## src/rtl/store_sequencer.sv

```systemverilog
// Store sequencer: queues byte/half/word stores and emits word-aligned masked write beats.
// Define STORE_SEQ_MISALIGN_SPLIT_EN to split word-crossing stores into two beats.
module store_sequencer #(
    parameter int DEPTH = 2
) (
    input  logic        clk,
    input  logic        rst,
    input  logic        req_valid,
    output logic        req_ready,
    input  logic [31:0] req_addr,
    input  logic [31:0] req_data,
    input  logic [1:0]  req_size,
    output logic        mem_wen,
    output logic [31:0] mem_addr,
    output logic [31:0] mem_wdata,
    output logic [3:0]  mem_wmask,
    input  logic        mem_ready,
    output logic        busy,
    output logic        misalign_err
);

    localparam int AW = (DEPTH > 1) ? $clog2(DEPTH) : 1;
    localparam logic [AW:0] FULL_CNT = (AW+1)'(DEPTH);

`ifdef STORE_SEQ_MISALIGN_SPLIT_EN
    localparam bit SPLIT_EN = 1'b1;
`else
    localparam bit SPLIT_EN = 1'b0;
`endif

    localparam logic [1:0] IDLE  = 2'd0;
    localparam logic [1:0] BEAT0 = 2'd1;
    localparam logic [1:0] BEAT1 = 2'd2;

    typedef struct packed {
        logic [31:0] addr;
        logic [31:0] data;
        logic [1:0]  size;
    } req_t;

    req_t          fifo_mem [DEPTH];
    logic [AW-1:0] wr_ptr, rd_ptr;
    logic [AW:0]   count;
    logic          rdy_q;
    logic          full, empty, push, pop;

    logic [1:0]    state, state_nx;
    logic [29:0]   w_addr;
    logic [7:0]    w_m8;
    logic [63:0]   w_d64;
    logic          err_q;

    req_t          head;
    logic [3:0]    base;
    logic [31:0]   dsel;
    logic [7:0]    m8;
    logic [63:0]   d64;
    logic          h_bad;
    logic          beat_done;

    assign full      = (count == FULL_CNT);
    assign empty     = (count == '0);
    // rdy_q holds req_ready low through reset and for the cycle it is released
    assign req_ready = rdy_q && !full;
    assign push      = req_valid && req_ready;
    assign head      = fifo_mem[rd_ptr];

    always_ff @(posedge clk) begin
        if (push) fifo_mem[wr_ptr] <= '{addr: req_addr, data: req_data, size: req_size};
    end

    // Lane placement of the FIFO head, evaluated at pop time
    always_comb begin
        base = 4'b0000;
        dsel = 32'h0;
        case (head.size)
            2'b00: begin base = 4'b0001; dsel = {24'h0, head.data[7:0]};  end
            2'b01: begin base = 4'b0011; dsel = {16'h0, head.data[15:0]}; end
            2'b10: begin base = 4'b1111; dsel = head.data;                end
            default: ;
        endcase
        m8    = {4'b0000, base} << head.addr[1:0];
        d64   = {32'h0, dsel} << {head.addr[1:0], 3'b000};
        h_bad = (head.size == 2'b11) || (!SPLIT_EN && (m8[7:4] != 4'b0000));
    end

    assign beat_done = mem_wen && mem_ready;

    always_comb begin
        pop      = 1'b0;
        state_nx = state;
        case (state)
            IDLE:  if (!empty) pop = 1'b1;
            BEAT0: if (beat_done) begin
                       if (w_m8[7:4] != 4'b0000) state_nx = BEAT1;
                       else if (!empty)          pop = 1'b1;
                       else                      state_nx = IDLE;
                   end
            BEAT1: if (beat_done) begin
                       if (!empty) pop = 1'b1;
                       else        state_nx = IDLE;
                   end
            default: state_nx = IDLE;
        endcase
        // discarded entries park in IDLE so the next one is popped a cycle later
        if (pop) state_nx = h_bad ? IDLE : BEAT0;
    end

    always_ff @(posedge clk or posedge rst) begin
        if (rst) begin
            state  <= IDLE;
            w_addr <= '0;
            w_m8   <= '0;
            w_d64  <= '0;
            err_q  <= 1'b0;
            rdy_q  <= 1'b0;
            wr_ptr <= '0;
            rd_ptr <= '0;
            count  <= '0;
        end else begin
            state <= state_nx;
            err_q <= pop && h_bad;
            rdy_q <= 1'b1;
            if (pop && !h_bad) begin
                w_addr <= head.addr[31:2];
                w_m8   <= m8;
                w_d64  <= d64;
            end
            if (push) wr_ptr <= wr_ptr + AW'(1);
            if (pop)  rd_ptr <= rd_ptr + AW'(1);
            case ({push, pop})
                2'b10:   count <= count + (AW+1)'(1);
                2'b01:   count <= count - (AW+1)'(1);
                default: ;
            endcase
        end
    end

    always_comb begin
        mem_wen   = 1'b0;
        mem_addr  = 32'h0;
        mem_wdata = 32'h0;
        mem_wmask = 4'h0;
        case (state)
            BEAT0: begin
                mem_wen   = 1'b1;
                mem_addr  = {w_addr, 2'b00};
                mem_wdata = w_d64[31:0];
                mem_wmask = w_m8[3:0];
            end
            BEAT1: begin
                mem_wen   = 1'b1;
                mem_addr  = {w_addr + 30'd1, 2'b00};
                mem_wdata = w_d64[63:32];
                mem_wmask = w_m8[7:4];
            end
            default: ;
        endcase
    end

    assign busy         = !empty || (state != IDLE);
    assign misalign_err = err_q;

endmodule

```

## config.mk

```make
export PLATFORM = sky130hd
export DESIGN_NAME = store_sequencer
export DESIGN_NICKNAME = d
export VERILOG_FILES = /design/src/rtl/store_sequencer.sv
export SDC_FILE = /design/constraint.sdc
export NUM_CORES = 1
export LEC_CHECK = 0
export ABC_AREA = 1
export CORE_MARGIN = 5
export CORE_UTILIZATION = 30
export DETAILED_ROUTE_END_ITERATION = 10
export GPL_TIMING_DRIVEN = 0
export SLEW_MARGIN = 5
export SYNTH_ARGS = -nofsm -noshare
export SYNTH_HDL_FRONTEND = slang
export SYNTH_SLANG_ARGS = --single-unit
```

## constraint.sdc

```tcl
create_clock -name clk -period 5.3 [get_ports clk]
set_input_delay 0.795 -clock clk [delete_from_list [all_inputs] [get_ports clk]]
set_output_delay 0.795 -clock clk [all_outputs]
set_load 0.005 [all_outputs]
```

**Yosys cells after proc, flatten, opt, wreduce, memory -nomap -nowiden**

Memories as Yosys holds them, arrays and structs flattened.
Cells that the tools add are included.
Widths: inputs -> output; s select.

- Bits in writable memories: 132
- Logic and storage cells: 68
- Memories: 1
- Bits of input ports: 70
- Register bits: 110

- Eq/ne operators: 11
- Shift-type cells: 2
- Reductions and logical operators: 19
- Add/subtract/negate cells: 5
- Muxes and demuxes: 21

Memory list:

| memory | words | bits a word | read ports | clocked after Yosys merged registers in | wr ports | line | source |
|---|---|---|---|---|---|---|---|
| fifo_mem | 2 | 66 | 1 | 0 | 1 | 41 | `req_t fifo_mem [DEPTH];` |

Operators by type and width:

| operator | number |
|---|---|
| $pmux 32 s2 | 2 |
| $pmux 32 s3 | 1 |
| $shl 32x5->64 | 1 |
| $add 30x1->30 const B | 1 |
| $pmux 4 s3 | 1 |
| $eq 2x2->1 const B | 5 |
| $mux 2 | 5 |
| $mux 1 | 8 |
| $pmux 4 s2 | 1 |
| $reduce_bool 4->1 | 2 |
| $shl 4x2->8 | 1 |
| $eq 2x1->1 const B | 3 |
| $logic_not 2->1 | 3 |
| $ne 3x3->1 const B | 2 |
| $pmux 2 s3 | 1 |
| $logic_and 1x1->1 | 5 |
| $pmux 2 s2 | 1 |
| $reduce_bool 2->1 | 2 |
| $logic_not 1->1 | 3 |
| $pmux 1 s3 | 1 |
| $reduce_and 3->1 | 1 |
| $add 1x1->1 const B | 2 |
| $add 2x1->2 const B | 1 |
| $logic_or 1x1->1 | 2 |
| other kinds (3) | 3 |

**Logic depth before layout (Yosys ltp)**

Gate-level depths: netlist of the first run.

- Word-level depth: 8
- Depth in mapped cells: 16

**Worst setup path before layout of the first run**

No wires, ideal clock.

- Path kind: input -> register
- Start point: in req_valid
- End point: mem fifo_mem[0][0] (netlist bit) (enable)
- Path buffers: 0
- Data required time: 4.809 ns
- Slack: 1.129 ns
- Library setup time: 0.491 ns
- Stages on the path: 2
- Arrival time: 3.680 ns
- Path through: nand2_1 > nor2_1

- Longest elaborated chain between the ends: 3

RTL lines:

| item | line | source |
|---|---|---|
| from (decl) | 8 | `input logic req_valid,` |
| $logic_and 1x1->1 | 65 | `assign push = req_valid && req_ready;` |
| $mux 1 | 69 | `if (push) fifo_mem[wr_ptr] <= '{addr: req_addr, data: req_data, size: req_size};` |
| $mux 1 (not written as such) | 69 |  |
| to (decl) | 41 |  |

Every way passes these cells.

**Final worst setup path of the first run**

- Start point: reg state[0]
- End point: out mem_addr[4]

- Longest elaborated chain between the ends: 2
- Elaborated cells on any way between the ends: 3

RTL lines:

| item | line | source |
|---|---|---|
| from (decl) | 47 | `logic [1:0] state, state_nx;` |
| from (signal assigned) | 121 | `state <= state_nx;` |
| $eq 2x2->1 / $eq 2x1->1 (equally long branches) | 144 | `case (state)` |
| $pmux 32 s2 (*) | 144 |  |
| to (decl) | 14 | `output logic [31:0] mem_addr,` |

Every way passes the cells marked *; elsewhere a longest branch is shown, timed or not.

==> flow_metrics.tcl, run 1 <==
set metrics [dict create \
    power_density_mw_per_mm2 543 \
    synth_top_area_share_pct 35.0 \
    netlist_area_sq_mm 0.0113 \
    cts.htree.levels 1 \
    cts_buffers 25 \
    dpl.cell_count 2021 \
    crit_buf_inv 5 \
    yosysUniqueCellTypes 34 \
    detail-route-antenna-nets 0 \
    synth_ff_type "edfxtp_1" \
    final_area_sq_mm 0.0143 \
    crit_type "flop to primary output" \
    die_area_sq_mm 0.0418 \
    fin_nets 1619 \
    synthArstFlopShare_pct 43.3 \
    cts_resized 0 \
    start_util_pct 30.3 \
    syn_inst 1365 \
    port_buffers 139 \
    syn2layout_area_growth_pct 26.4 \
    rows 71 \
    drc 0 \
    insertion_delay_ns 0.54 \
    rsz0062_at_grt "false" \
    cts_tree "yes" \
    fin_crit_sh_pct 85.3 \
    worst_pin_slew_ns 0.729 \
    synthTopCellsByCount "nand2_1 (627), nor2_1 (147), edfxtp_1 (132)" \
    synth_fa_ha_area_share_pct 1.32 \
    clock_sinks 233 \
    synth-seq-cells 233 \
    synth_edf_count 132 \
    cellLeakagePower_nw 6.28 \
    cp.required_ns 4.51 \
    diodes 0 \
    clk_path_buf_depth 3 \
    synth_top_family_by_area "simple AND/OR/NAND/NOR gates" \
    instances_no_fill 2065 \
    relSlewSlack_pct 51.4 \
    clockRootBuffer "clkbuf_16" \
    grt_use_total_pct 16.3 \
    hp-class "flop to flop" \
    ys_seq_area_share_pct 57.2 \
    grt_overflow_total 0 \
    vias_per_cell 4.56 \
    max_freq_ghz 0.221 \
    wl_um 34200 \
    gp_congestion 0.918 \
    grt_max_degree 56 \
    drt-pass1-iter-count 8 \
    clkTransAtPathRegs_ns 0.07 \
    design.core.area_sq_mm 0.0375 \
    synth_compound_area_share_pct 5.46 \
    synth-simple-area-share_pct 29.6 \
    slowest_stage "clkdlybuf4s50_1" \
    maxCapViolCount 0 \
    path_max_fanout 10 \
    drv_slew 0 \
    clock_skew_ns 0.0280 \
    synthTopCellsByArea "edfxtp_1 (35%), dfrtp_1 (22%), nand2_1 (21%)" \
    synth.avg_cell_area_sq_um 8.31 \
    grt_first_pass_wirelength_um 53100 \
    io_pins 142 \
    chipHeight_um 204 \
    yosysWarnings 0 \
    irDropWorstVdd_mv 0.195 \
    finalPower_mw 7.79 \
    antenna_found_initial 2 \
    routed-via-count 9411 \
    synth.largest_area_cell "edfxtp_1" \
    synth.area.mux_share_pct 0 \
    end_kind "primary output" \
    first_global_vias 9206 \
    cts_hold_buf 0 \
    post-route-min-period_ns 4.52 \
    synthXorXnorAreaFrac_pct 0.309 \
    final_util_pct 38.2 \
    holdWs_ns 0.476 \
    wl_per_cell_um 16.5 \
    path_delay_family "buffers and inverters" \
    nFillCells 3913 \
    start_kind "flop" \
    setup_viol 0 \
    final-hold-violation-count 0 \
    drive_gt1_share_pct 6.31 \
    placed_area_sq_mm 0.0135 \
    cp_cell_sequence "inv_1, ha_1, nand2_1, inv_1, clkbuf_1, clkbuf_1, nand2_1, o21ai_0, clkdlybuf4s50_1" \
    status "completed" \
    drt_iter0_drc 676 \
    post-cts-setup-buffers 0 \
    yosysMostFrequentCell "nand2_1" \
    die_w_um 204 \
    critPathArrivalTime_ns 3.73 \
    dpl.hpwl_um 26100 \
    max_stage_delay_ns 0.57 \
]
-- cells in the final DEF (no fill, tap or decap), drive strengths merged, types with 17 or more instances in the layout --
cell type,netlist,routed
buf,39,44
inv,86,87
o21ai,55,55
nand3,50,50
a22o,17,17
edfxtp,132,132
dfrtp,101,101
nand2,630,630
clkbuf,26,53
nor2,150,150
a21oi,23,23
clkdlybuf4s50,0,139
-- sequential cells by signal, indices dropped and copies added (netlist names) --
name	cells
fifo_mem	132
w_d64	56
w_addr	30
w_m8	7
count	2
state	2
misalign_err	1
rd_ptr	1
rdy_q	1
wr_ptr	1
-- kinds of logic after synthesis --
logic type      Yosys count
buf+inv                 152
other cells               2
simple gates            858
fa+ha+maj                12
xor+xnor                  4
compound gates          104
flops                   233
-- where the power goes --
part           internal, mW  leakage, nW  switching (mW)  total [mW]
registers              2.35         2.53           0.275        2.62
logic                  1.11         3.36            2.27        3.38
clock network          1.06        0.393           0.729        1.79
total                  4.52         6.28            3.28        7.79
-- path summary, 6_finish.rpt --
path | slack [ns] | cells past startpoint | end | startpoint
worst max register to register | 1.62 | 15 | w_d64[27] | rd_ptr
max in group asynchronous | 3.87 | 3 | w_d64[13] | rst
min in group asynchronous | 0.71 | 2 | count[1] | rst
worst max-delay path | 0.78 | 9 | mem_addr[4] | state[0]
worst min register to register | 0.48 | 2 | w_d64[27] | w_d64[27]
worst min-delay path | 0.48 | 2 | w_d64[27] | w_d64[27]
-- final cells by class --
class | instances | area [sq um] | area share [%]
Sequential cell | 233 | 6490 | 45.3
Multi-Input combinational cell | 981 | 4190 | 29.2
Timing Repair Buffer | 144 | 1500 | 10.5
Tap cell | 511 | 639 | 4.46
Clock buffer | 27 | 633 | 4.42
Buffer | 65 | 349 | 2.43
Inverter | 87 | 329 | 2.29
Clock inverter | 17 | 205 | 1.43
-- tightest hold or removal path: cells and delay by family, from the launching register on --
kind	cells	cell delay [ns]
and+or+nand+nor	2	0.11
DFF	1	0.34
-- per-stage QoR --
step	setup WS, ns	TNS [ns]
after floorplan	1.13	0
after global placement	-1.28	-165.86
after detailed placement	1.35	0
after CTS	0.724	0
after global routing	0.556	0
final	0.779	0
-- per-layer routing --
layer,part of all wire [%],up-vias,track usage (%),routed length [um]
li1,-,4703,-,-
met1,47,4402,23.0,16000
met2,45,255,25.8,15300
met3,5.5,47,2.73,1880
met4,2.7,4,4.62,939
met5,0.10,-,0,34
Note: power is estimated with default switching activity, not from simulation.
==> inputs of run 2 (changes only) <==
- GPL_TIMING_DRIVEN: 0 -> 1
==> flow_metrics.tcl, run 2 (synthesized netlist as in run 1, its figures left out) <==
set metrics [dict create \
    port_buffers 139 \
    routed-via-count 9153 \
    cts_buffers 25 \
    setup_viol 0 \
    rsz0062_at_grt "false" \
    clock_power_share_pct 22.5 \
    r2r_start "rd_ptr" \
    swShare_pct 41.9 \
    critPathArrivalTime_ns 3.60 \
    hold_end "w_d64[37]" \
    cts_tree "yes" \
    final_common_cell "nand2_1" \
    fin_crit_sh_pct 82.9 \
    design.core.area_sq_mm 0.0375 \
    drv_slew 0 \
    path_delay_family "buffers and inverters" \
    clk_path_buf_depth 3 \
    worst-r2r-cell-count 11 \
    die_area_sq_mm 0.0418 \
    reg_top3 "fifo_mem (132), w_d64 (56), w_addr (30)" \
    maxCapViolCount 0 \
    largest-register "fifo_mem" \
    p_int_mw 4.24 \
    dpl.cell_count 1966 \
    final_util_pct 37.2 \
    diodes 0 \
    insertion_delay_ns 0.52 \
    vias_per_cell 4.55 \
    cts_resized 0 \
    grt_first_pass_wirelength_um 50900 \
    worst_pin_slew_ns 1.01 \
    cts_hold_buf 0 \
    path_max_fanout 23 \
    clock_skew_ns 0.0137 \
    start_kind "flop" \
    clock_sinks 233 \
    status "completed" \
    rows 71 \
    drive_gt1_share_pct 4.93 \
    final_cell_mix "nand2_1 (627), nor2_1 (145), clkdlybuf4s50_1 (139)" \
    io_pins 142 \
    end_kind "primary output" \
    hp-start "w_d64[37]" \
    worstSetupStartpoint "state[0]" \
    drt_iter0_drc 744 \
    grt_max_degree 84 \
    clockRootBuffer "clkbuf_16" \
    dpl.hpwl_um 21800 \
    gp_congestion 0.861 \
    r2r_end "w_d64[24]" \
    grt_overflow_total 0 \
    pwr-share-comb_pct 41.3 \
    cts.htree.levels 1 \
    power_density_mw_per_mm2 524 \
    irDropWorstVdd_mv 0.249 \
    die_w_um 204 \
    max_stage_delay_ns 0.69 \
    detail-route-antenna-nets 0 \
    relSlewSlack_pct 32.5 \
    antenna_found_initial 6 \
    clkTransAtPathRegs_ns 0.06 \
    r2r_setup_slack_ns 1.73 \
    crit_buf_inv 5 \
    p_seq_share_pct 36.2 \
    wl_per_cell_um 15.9 \
    grt_use_total_pct 15.2 \
    instances_no_fill 2011 \
    max_freq_ghz 0.228 \
    chipHeight_um 204 \
    cp.required_ns 4.51 \
    cp_cell_sequence "inv_1, ha_1, nand2_1, buf_4, inv_1, buf_4, nand2_1, o21ai_0, clkdlybuf4s50_1" \
    cellLeakagePower_nw 6.11 \
    wl_um 32000 \
    largest_register_ffs 132 \
    holdWs_ns 0.480 \
    fin_nets 1564 \
    crit_type "flop to primary output" \
    first_global_vias 9060 \
    post-route-min-period_ns 4.39 \
    hp-class "flop to flop" \
    final-hold-violation-count 0 \
    tns_ns 0 \
    syn2layout_area_growth_pct 23.0 \
    post-cts-setup-buffers 0 \
    drc 0 \
    drt-pass1-iter-count 5 \
    hold_depth 2 \
    slowest_stage "inv_1" \
    start_util_pct 30.3 \
    p_sw_mw 3.06 \
]
## run 2: changes by cell type in the layout (fill, tap and decap cells not counted), moves of 2 or more
| cell | change |
|---|---|
| buf_12 | -3 |
| clkbuf_8 | +5 |
| clkinv_4 | -2 |
| buf_4 | +8 |
| clkbuf_1 | -26 |
| bufinv_16 | -4 |
| buf_1 | -2 |
| clkinvlp_4 | -2 |
| buf_2 | -24 |
| clkinv_2 | +4 |
| buf_6 | -7 |
## run 2: power by group through the flow
stage	Clock, mW	Sequential (mW)	Combinational, mW
final	1.64	2.65	3.02
after global routing	1.75	2.70	3.43
after detailed placement	0	2.67	3.06
after CTS	1.69	2.64	3.07
after floorplan	0	2.58	2.15
after global placement	0	2.67	3.01
## run 2: worst max path at each step
stage | end | slack [ns] | cells past startpoint
3_3_place_gp | mem_wmask[2] | 1.44 | 9
2_1_floorplan | fifo_mem[0][0] | 1.13 | 2
3_5_place_dp | mem_wdata[19] | 1.44 | 9
6_report | mem_wdata[18] | 0.91 | 9
4_1_cts | mem_wdata[19] | 0.86 | 9
5_1_grt | mem_wmask[2] | 0.63 | 9
## run 2: tightest hold or removal path: stages (launching register included)
cell,delay (ns)
dfrtp_1,0.34
nand2_1,0.05
nand2_1,0.05
## run 2: area by class of cell
type / instances / area [sq um]
clock buffers: 33 / 709
clock inverters: 12 / 66.3
fillers: 3856 / 23500
inverters: 87 / 329
multi-input cells: 981 / 4200
flip-flops and latches: 233 / 6490
well taps: 511 / 639
repair buffers: 154 / 1520
## run 2: through the flow
stage | power, mW | worst slack (ns) | cell area [sq um]
after floorplan | 4.73 | 1.13 | 11300
after global placement | 5.68 | 1.44 | 13200
after detailed placement | 5.72 | 1.44 | 13200
after CTS | 7.39 | 0.859 | 14000
after global routing | 7.88 | 0.629 | 14000
final | 7.31 | 0.906 | 14000
## run 2: per-layer routing
layer | part of all wire, % | vias to the layer above | global-route usage (%)
met5 | 0.18 | - | 0
met4 | 2.1 | 12 | 3.76
met1 | 45 | 4210 | 21.1
met2 | 45 | 279 | 24.2
li1 | - | 4594 | -
met3 | 7.4 | 58 | 3.65
